--- config.mk ---
export PLATFORM = sky130hd
export DESIGN_NAME = move_sequencer
export DESIGN_NICKNAME = d
export VERILOG_FILES = /design/src/rtl/ttt_pkg.sv /design/src/rtl/win_line_rom.sv /design/src/rtl/move_sequencer.sv
export SDC_FILE = /design/constraint.sdc
export NUM_CORES = 1
export LEC_CHECK = 0
export ABC_AREA = 1
export BUFFER_PORTS_ARGS = -buffer_cell sky130_fd_sc_hd__buf_2
export CORE_ASPECT_RATIO = 0.6
export CORE_MARGIN = 2
export CORE_UTILIZATION = 58
export DETAILED_ROUTE_END_ITERATION = 8
export PLACE_DENSITY = 0.81
export SLEW_MARGIN = 20
export SYNTH_ARGS = -nofsm -noshare
export SYNTH_HDL_FRONTEND = slang
export SYNTH_SLANG_ARGS = --single-unit
--- constraint.sdc ---
create_clock -name ph1 -period 3.6 [get_ports ph1]
set_input_delay 0 -clock ph1 [delete_from_list [all_inputs] [get_ports ph1]]
set_output_delay 0 -clock ph1 [all_outputs]
set_load 0.01 [all_outputs]
--- src/rtl/ttt_pkg.sv ---
// Shared tic-tac-toe definitions: cell and winner codes, FSM states and the
// table of the eight winning lines used by the sequencer and display tests.
package ttt_pkg;

    typedef enum logic [1:0] {
        CELL_EMPTY = 2'b00,
        CELL_X     = 2'b01,
        CELL_O     = 2'b10
    } cell_t;

    typedef enum logic [1:0] {
        WIN_NONE = 2'b00,
        WIN_X    = 2'b01,
        WIN_O    = 2'b10,
        WIN_DRAW = 2'b11
    } winner_t;

    typedef enum logic [1:0] {
        IDLE,
        CHECK,
        SCAN,
        DONE
    } state_t;

    // Each entry packs three cell indices {a, b, c}: rows, columns, diagonal, anti-diagonal.
    localparam logic [11:0] LINE_TABLE [8] = '{
        {4'd0, 4'd1, 4'd2},
        {4'd3, 4'd4, 4'd5},
        {4'd6, 4'd7, 4'd8},
        {4'd0, 4'd3, 4'd6},
        {4'd1, 4'd4, 4'd7},
        {4'd2, 4'd5, 4'd8},
        {4'd0, 4'd4, 4'd8},
        {4'd2, 4'd4, 4'd6}
    };

    // Indices past the board read as 2'b11 so they never match empty or a mark.
    function automatic logic [1:0] cell_at(input logic [17:0] board, input logic [3:0] idx);
        cell_at = 2'b11;
        for (int i = 0; i < 9; i++) begin
            if (idx == 4'(i)) begin
                cell_at = board[2*i +: 2];
            end
        end
    endfunction

endpackage

--- src/rtl/win_line_rom.sv ---
// Combinational lookup from a win-line index to its three board cell indices.
module win_line_rom
    import ttt_pkg::*;
(
    input  logic [2:0] line_idx,
    output logic [3:0] cell_a,
    output logic [3:0] cell_b,
    output logic [3:0] cell_c
);

    assign {cell_a, cell_b, cell_c} = LINE_TABLE[line_idx];

endmodule

--- src/rtl/move_sequencer.sv ---
// Turn controller for the tic-tac-toe board: arbitrates X/O move requests,
// validates and writes moves, then scans the eight lines for a win or draw.
module move_sequencer
    import ttt_pkg::*;
(
    input  logic        ph1,
    input  logic        reset,
    input  logic        new_game,
    input  logic        x_req,
    input  logic [1:0]  x_row,
    input  logic [1:0]  x_col,
    input  logic        o_req,
    input  logic [1:0]  o_row,
    input  logic [1:0]  o_col,
    output logic        x_ack,
    output logic        x_nack,
    output logic        o_ack,
    output logic        o_nack,
    output logic [17:0] registers,
    output logic        turn,
    output logic        game_over,
    output logic [1:0]  winner
);

    state_t     state;
    logic [1:0] row_q;
    logic [1:0] col_q;
    logic [3:0] move_count;
    logic [2:0] line_idx;

    logic [3:0] cell_idx;
    logic [3:0] cell_a;
    logic [3:0] cell_b;
    logic [3:0] cell_c;
    logic [1:0] mark;
    logic       cur_req;
    logic       cur_busy;
    logic       move_legal;
    logic       line_hit;

    win_line_rom u_win_line_rom (
        .line_idx (line_idx),
        .cell_a   (cell_a),
        .cell_b   (cell_b),
        .cell_c   (cell_c)
    );

    // The player whose turn it is is always the mover, so turn selects everything.
    assign cur_req    = turn ? o_req : x_req;
    assign cur_busy   = turn ? (o_ack | o_nack) : (x_ack | x_nack);
    assign mark       = turn ? CELL_O : CELL_X;
    assign cell_idx   = ({2'b00, row_q} * 4'd3) + {2'b00, col_q};
    assign move_legal = (row_q != 2'd3) && (col_q != 2'd3) &&
                        (cell_at(registers, cell_idx) == CELL_EMPTY);
    assign line_hit   = (cell_at(registers, cell_a) == mark) &&
                        (cell_at(registers, cell_b) == mark) &&
                        (cell_at(registers, cell_c) == mark);

    always_ff @(posedge ph1) begin
        if (reset || new_game) begin
            state      <= IDLE;
            row_q      <= 2'd0;
            col_q      <= 2'd0;
            move_count <= 4'd0;
            line_idx   <= 3'd0;
            registers  <= 18'd0;
            turn       <= 1'b0;
            game_over  <= 1'b0;
            winner     <= WIN_NONE;
            x_ack      <= 1'b0;
            x_nack     <= 1'b0;
            o_ack      <= 1'b0;
            o_nack     <= 1'b0;
        end else begin
            x_ack  <= 1'b0;
            x_nack <= 1'b0;
            o_ack  <= 1'b0;
            o_nack <= 1'b0;
            case (state)
                IDLE: begin
                    if (cur_req && !cur_busy) begin
                        row_q <= turn ? o_row : x_row;
                        col_q <= turn ? o_col : x_col;
                        state <= CHECK;
                    end
                end
                CHECK: begin
                    if (!move_legal) begin
                        if (turn) o_nack <= 1'b1;
                        else      x_nack <= 1'b1;
                        state <= IDLE;
                    end else begin
                        for (int i = 0; i < 9; i++) begin
                            if (cell_idx == 4'(i)) begin
                                registers[2*i +: 2] <= mark;
                            end
                        end
                        if (turn) o_ack <= 1'b1;
                        else      x_ack <= 1'b1;
                        move_count <= move_count + 4'd1;
                        line_idx   <= 3'd0;
                        state      <= SCAN;
                    end
                end
                SCAN: begin
                    if (line_hit) begin
                        game_over <= 1'b1;
                        winner    <= turn ? WIN_O : WIN_X;
                        state     <= DONE;
                    end else if (line_idx != 3'd7) begin
                        line_idx <= line_idx + 3'd1;
                    end else if (move_count == 4'd9) begin
                        game_over <= 1'b1;
                        winner    <= WIN_DRAW;
                        state     <= DONE;
                    end else begin
                        turn  <= ~turn;
                        state <= IDLE;
                    end
                end
                DONE: begin
                    state <= DONE;
                end
                default: begin
                    state <= IDLE;
                end
            endcase
        end
    end

endmodule

* Yosys cells after proc, flatten, opt, wreduce, memory -nomap -nowiden
Memory sizes are Yosys's and may differ from the RTL's.
Index checks and enable logic that the tools add are counted.
** Word-level totals
- Register bits :: 39
- Memory bits (read-only) :: 96
- Input bits :: 13
- Output and inout port bits :: 26
- Word-level logic and storage cells :: 177
- Memories kept :: 1
** Cells by class
- $add $sub $neg :: 3
- Multiply operators :: 1
- $lt $le $gt $ge :: 1
- Eq/ne operators :: 48
- Mux-type cells :: 61
- Bitwise logic cells :: 9
- Reduce and logical (&&, ||, !) cells :: 32
** Memories
- (name not given) :: depth 8, bits a word 12, rd ports 1, clocked after Yosys merged registers in 0, write ports 0, line win_line_rom.sv:11 : assign {cell_a, cell_b, cell_c} = LINE_TABLE[line_idx];
** Operators with widths (count)
- $mux W2 :: 47
- $eq A4 B3 Y1 const B :: 16
- $eq A4 B2 Y1 const B :: 8
- $reduce_and A3 Y1 :: 10
- $mux W12 :: 2
- $eq A4 B4 Y1 const B :: 5
- $eq A4 B1 Y1 const B :: 4
- $logic_not A4 Y1 :: 4
- $ne A2 B2 Y1 const B :: 7
- $mux W3 :: 3
- $pmux W2 S4 :: 1
- $reduce_and A4 Y1 :: 2
- $mux W1 :: 7
- $eq A2 B2 Y1 :: 3
- $ne A3 B3 Y1 const B :: 2
- $not A1 Y1 :: 6
- $pmux W3 S2 :: 1
- $reduce_and A2 Y1 :: 3
- $reduce_or A3 Y1 :: 2
- $logic_and A1 B1 Y1 :: 5
- $add A4 B1 Y4 const B :: 1
- $add A4 B2 Y4 :: 1
- $eq A2 B2 Y1 const B :: 2
- $ge A4 B4 Y1 const B :: 1
- other kinds (9) :: 12

* Depth between registers and ports, before layout
- Depth after elaboration :: 19
- Depth in mapped cells :: 20
- Gate-level depth less buffers :: 20

* Hierarchy
A second synthesis with hierarchy kept.
** Second synthesis, totals
- Cells, all modules :: 493
- Area, all modules :: 2994.1 µm²
** Modules (own cells, without submodules)
- move_sequencer :: times used 1, cells each 463, area each 2813.9 µm², seq. area each 780.7 µm²
- win_line_rom :: times used 1, cells each 30, area each 180.2 µm², seq. area each 0.0 µm²

* Worst setup path after synthesis
No wires, ideal clock.
- Path kind :: reg-to-reg
- From :: reg row_q[0]
- To :: reg registers[11]
- Setup time :: 0.120 ns
- Data arrival time :: 2.938 ns
- Data required time :: 3.480 ns
- Slack :: 0.541 ns
- Stages on the path, launching flop included :: 21
- Path buffers :: 1
- Clock period less this slack :: 3.059 ns
- Cells stage by stage :: dfxtp_1 -> inv_1 -> fa_1 -> inv_1 -> ha_1 -> fa_1 -> nor2_1 -> inv_1 -> nor2_1 -> nand2_1 -> o21ai_0 -> nand2_1 -> nand4_1 -> a31oi_1 -> nand4_1 -> nand2_1 -> nor2_2 -> buf_4 -> nand3_1 -> nand2_1 -> a21oi_1
** On the way
- Longest elaborated chain between the ends :: 15
- Elaborated cells between the ends (all ways) :: 25
- Those cells by class :: add/sub (1); mul (1); eq/ne (9); mux (9); reduce/logical (5)
** RTL lines
- start, declared :: line move_sequencer.sv:26 : logic [1:0] row_q;
- start signal, assigned :: line move_sequencer.sv:82 : row_q <= turn ? o_row : x_row;
- $mul A2 B2 Y4 :: line move_sequencer.sv:52 : assign cell_idx = ({2'b00, row_q} * 4'd3) + {2'b00, col_q};
- $add A4 B2 Y4 :: line move_sequencer.sv:52
- $logic_not A4 Y1 :: line ttt_pkg.sv:41 : if (idx == 4'(i)) begin
- $mux W2 (9 in a row) :: line ttt_pkg.sv:41
- $logic_not A2 Y1 :: line move_sequencer.sv:54 : (cell_at(registers, cell_idx) == CELL_EMPTY);
- $logic_and A1 B1 Y1 :: line move_sequencer.sv:53 : assign move_legal = (row_q != 2'd3) && (col_q != 2'd3) &&
- $reduce_and A3 Y1 (no line) *
- end signal, assigned by index :: line move_sequencer.sv:95 : registers[2*i +: 2] <= mark;
- end, declared :: line move_sequencer.sv:19 : output logic [17:0] registers,
Mark *: on every way between the ends. The rest lies on a longest branch, timed or not.
A chain may end at the register's enable or synchronous reset.

* Worst setup path after layout
Same ends and word-level chain as after synthesis.

==> metrics.csv <==
stage;metric;value;unit
place;post-dp-hpwl;5541;um
yosys;yosys_warnings;0;
critical_path;crit_path_end_kind;flip-flop;
detailed_routing;via_per_inst;5.566;
global_route;grt_pass1_vias;2548;
yosys;ys_seq_area_share;28.69;%
cts;cts_buffer_depth;2;
timing;clock-skew-final;0.002036;ns
floorplan;core;0.004541;mm^2
yosys;synth_common_cells;nand2_1, inv_1, nor2_1, nand3_1, dfxtp_1;
floorplan;dieArea;0.005274;mm^2
timing;maxSlewHeadroom;51.27;%
global_route;antenna_found_initial;0;
floorplan;fp.dieH;57.06;um
floorplan;rows;19;
critical_path;crit_required;3.77;ns
global_route;grt_pass1_wl;12140;um
detailed_routing;via_count;2889;
cts;cts_tree;built;
detailed_routing;wl_per_cell;14.06;um
yosys;synth.most_common_cell;nand2_1;
power_and_ir_drop;p_leak;1.382;nW
worst_hold_path;min_from;reset;
detailed_routing;drt.antenna.violating_nets;0;
detailed_routing;drtIter0Drc;295;
detailed_routing;drtPass1Iterations;8;
timing;setup_tns;0;ns
cts;clockRootBuffer;clkbuf_8;
timing;fmax;297.2;MHz
floorplan;boundaryPins;39;
place;place_congestion;1.008;
yosys;synthDistinctLibCells;33;
critical_path;startpoint;row_q[0];
timing;drv_slew;0;
cts;cts_buffers;5;
timing;post-route-period-util;93.45;%
timing;min_period;3.364;ns
yosys;avgSynthCellArea;6.589;um^2
flow_run;cap_viol_max_count;0;
critical_path;reg2reg_from;row_q[0];
detailed_routing;routed_wl;7297;um
power_and_ir_drop;power_density;321.1;mW/mm^2
critical_path;critical_path_class;reg -> reg;
place;placed_cell_area;0.002937;mm^2
yosys;yosys.area.top_type;dfxtp_1;
timing;timing.final.hold_violations;0;
yosys;synth.ff_latch_count;39;
cts;cts_setup_buffers;0;
global_route;overflow;0;
cts;htreeDepth;2;
status;outcome;finished clean;
power_and_ir_drop;worst_ir_drop_vdd;0.1686;mV
worst_hold_path;worstHoldPathType;in -> reg;
place;port_buffers;38;
yosys;async_flop_share;0;%
yosys;synth_top_cell_area_share;28.69;%
yosys;synthCells;413;
finish;diodes;0;
critical_path;crit_fanout;18;
cts;cts.sinks;39;
floorplan;die_x;92.43;um
timing;rsz0062_at_grt;no;
cts;path_clk_slew;0.07;ns
yosys;synth-edff-count;0;
floorplan;initial_core_util;59.93;%
timing;worst_pin_slew;0.7301;ns
critical_path;critPathLaunchType;flip-flop;
finish;num-fill-cells;409;
yosys;synthesis.area;0.002721;mm^2
finish;finish.utilization;68.67;%
global_route;grt_max_degree;23;
critical_path;critPathArrivalTime;3.53;ns
yosys;synth_flop_cell;dfxtp_1;
finish;fin_area;0.003118;mm^2
finish;area_growth_syn_to_layout;14.57;%
finish;layout.nets;483;
timing;final-setup-viol-count;0;
yosys;ys_top_cells_by_area;dfxtp_1, nand2_1, nand3_1, inv_1, nand4_1;
yosys;synth_fp_nets;439;
finish;drive_above_1_share;19.52;%
detailed_routing;drcViolationCount;0;
global_route;grtUsageTotal;28.83;%
cts;insertion_delay;0.28;ns
-- layer usage --
| layer | GRT usage (%) | wire [um] |
|---|---|---|
| met5 | 0 | 0 |
| met4 | 4.904 | 62 |
| met3 | 6.473 | 723 |
| met2 | 42.44 | 2995 |
| met1 | 43.91 | 3515 |
-- sequential cells by signal, indices dropped and copies added, names as in the netlist --
signal	count
game_over	1
x_ack	1
registers	18
x_nack	1
line_idx	3
turn	1
state	2
o_nack	1
winner	2
row_q	2
move_count	4
col_q	2
o_ack	1
-- placed cells by master (no fill, tap or decap), drive strengths merged --
master	instances
ha	11
xor2	1
o31ai	1
fa	2
nor2	55
nand3	47
a21oi	28
or2	1
inv	64
nand2	85
o21ai	13
buf	41
a31oi	5
clkinv	1
nor3	15
nand4	30
dlygate4sd3	8
nor4	2
clkbuf	6
dfxtp	39
xnor2	1
-- repair_timing --
action,4_1_cts,5_1_grt
setup endpoints to repair,0,28
gates resized for setup,0,12
hold endpoints to repair,4,0
hold buffers,8,0
-- critical path: stages (launching register included) --
cell	delay [ns]
dfxtp_2	0.36
inv_1	0.06
fa_1	0.53
inv_1	0.04
ha_1	0.20
fa_1	0.55
inv_1	0.05
nor2_1	0.12
inv_1	0.09
nor3_1	0.32
a31oi_1	0.14
nand4_1	0.11
nand2_2	0.09
nor2_2	0.13
buf_6	0.19
nand3_1	0.10
nand2_1	0.11
a21oi_1	0.05
-- logic make-up (layout without fill, tap and decap cells) --
| family | Yosys count | after routing | synth area share, % |
|---|---|---|---|
| buffers and inverters | 77 | 120 | 12.14 |
| xor gates and xnor gates | 2 | 2 | 0.6438 |
| adders and majority gates | 13 | 13 | 6.529 |
| DFF | 39 | 39 | 28.69 |
| and+or+nand+nor | 235 | 235 | 42.90 |
| AOI/OAI and AO/OA | 47 | 47 | 9.104 |
-- cell type report --
class | count | area [um^2] | share of cell area, %
well taps | 63 | 78.83 | 2.528
flip-flops and latches | 39 | 783.3 | 25.12
inverters | 65 | 254.0 | 8.146
repair buffers | 49 | 296.5 | 9.510
clock buffers | 6 | 72.57 | 2.327
multi-input cells | 297 | 1633 | 52.37
-- where the power goes --
group | leakage (nW) | internal (mW) | switching, mW
Clock | 0.0371 | 0.129 | 0.143
Combinational | 1.03 | 0.0919 | 0.190
Sequential | 0.316 | 0.439 | 0.00913
Total | 1.38 | 0.660 | 0.342
-- final timing paths --
path	to	slack (ns)	cells past startpoint
worst max-delay path	registers[11]	0.24	17
worst max register to register	registers[11]	0.24	17
worst min-delay path	turn	0.17	5
worst min register to register	game_over	0.45	2
-- stage by stage --
stage | setup WS, ns | total power, mW | std cells | hold WS, ns
global placement | 0.2482 | 0.7041 | 505 | 0.2715
detailed placement | 0.1247 | 0.7127 | 505 | 0.2726
finish | 0.2357 | 1.001 | 519 | 0.1720
CTS | 0.1100 | 0.9845 | 519 | 0.1605
floorplan | 0.5412 | 0.6538 | 413 | 0.1610
global route | 0.02862 | 1.051 | 519 | 0.1940
Note: power is estimated with default switching activity, not from simulation.
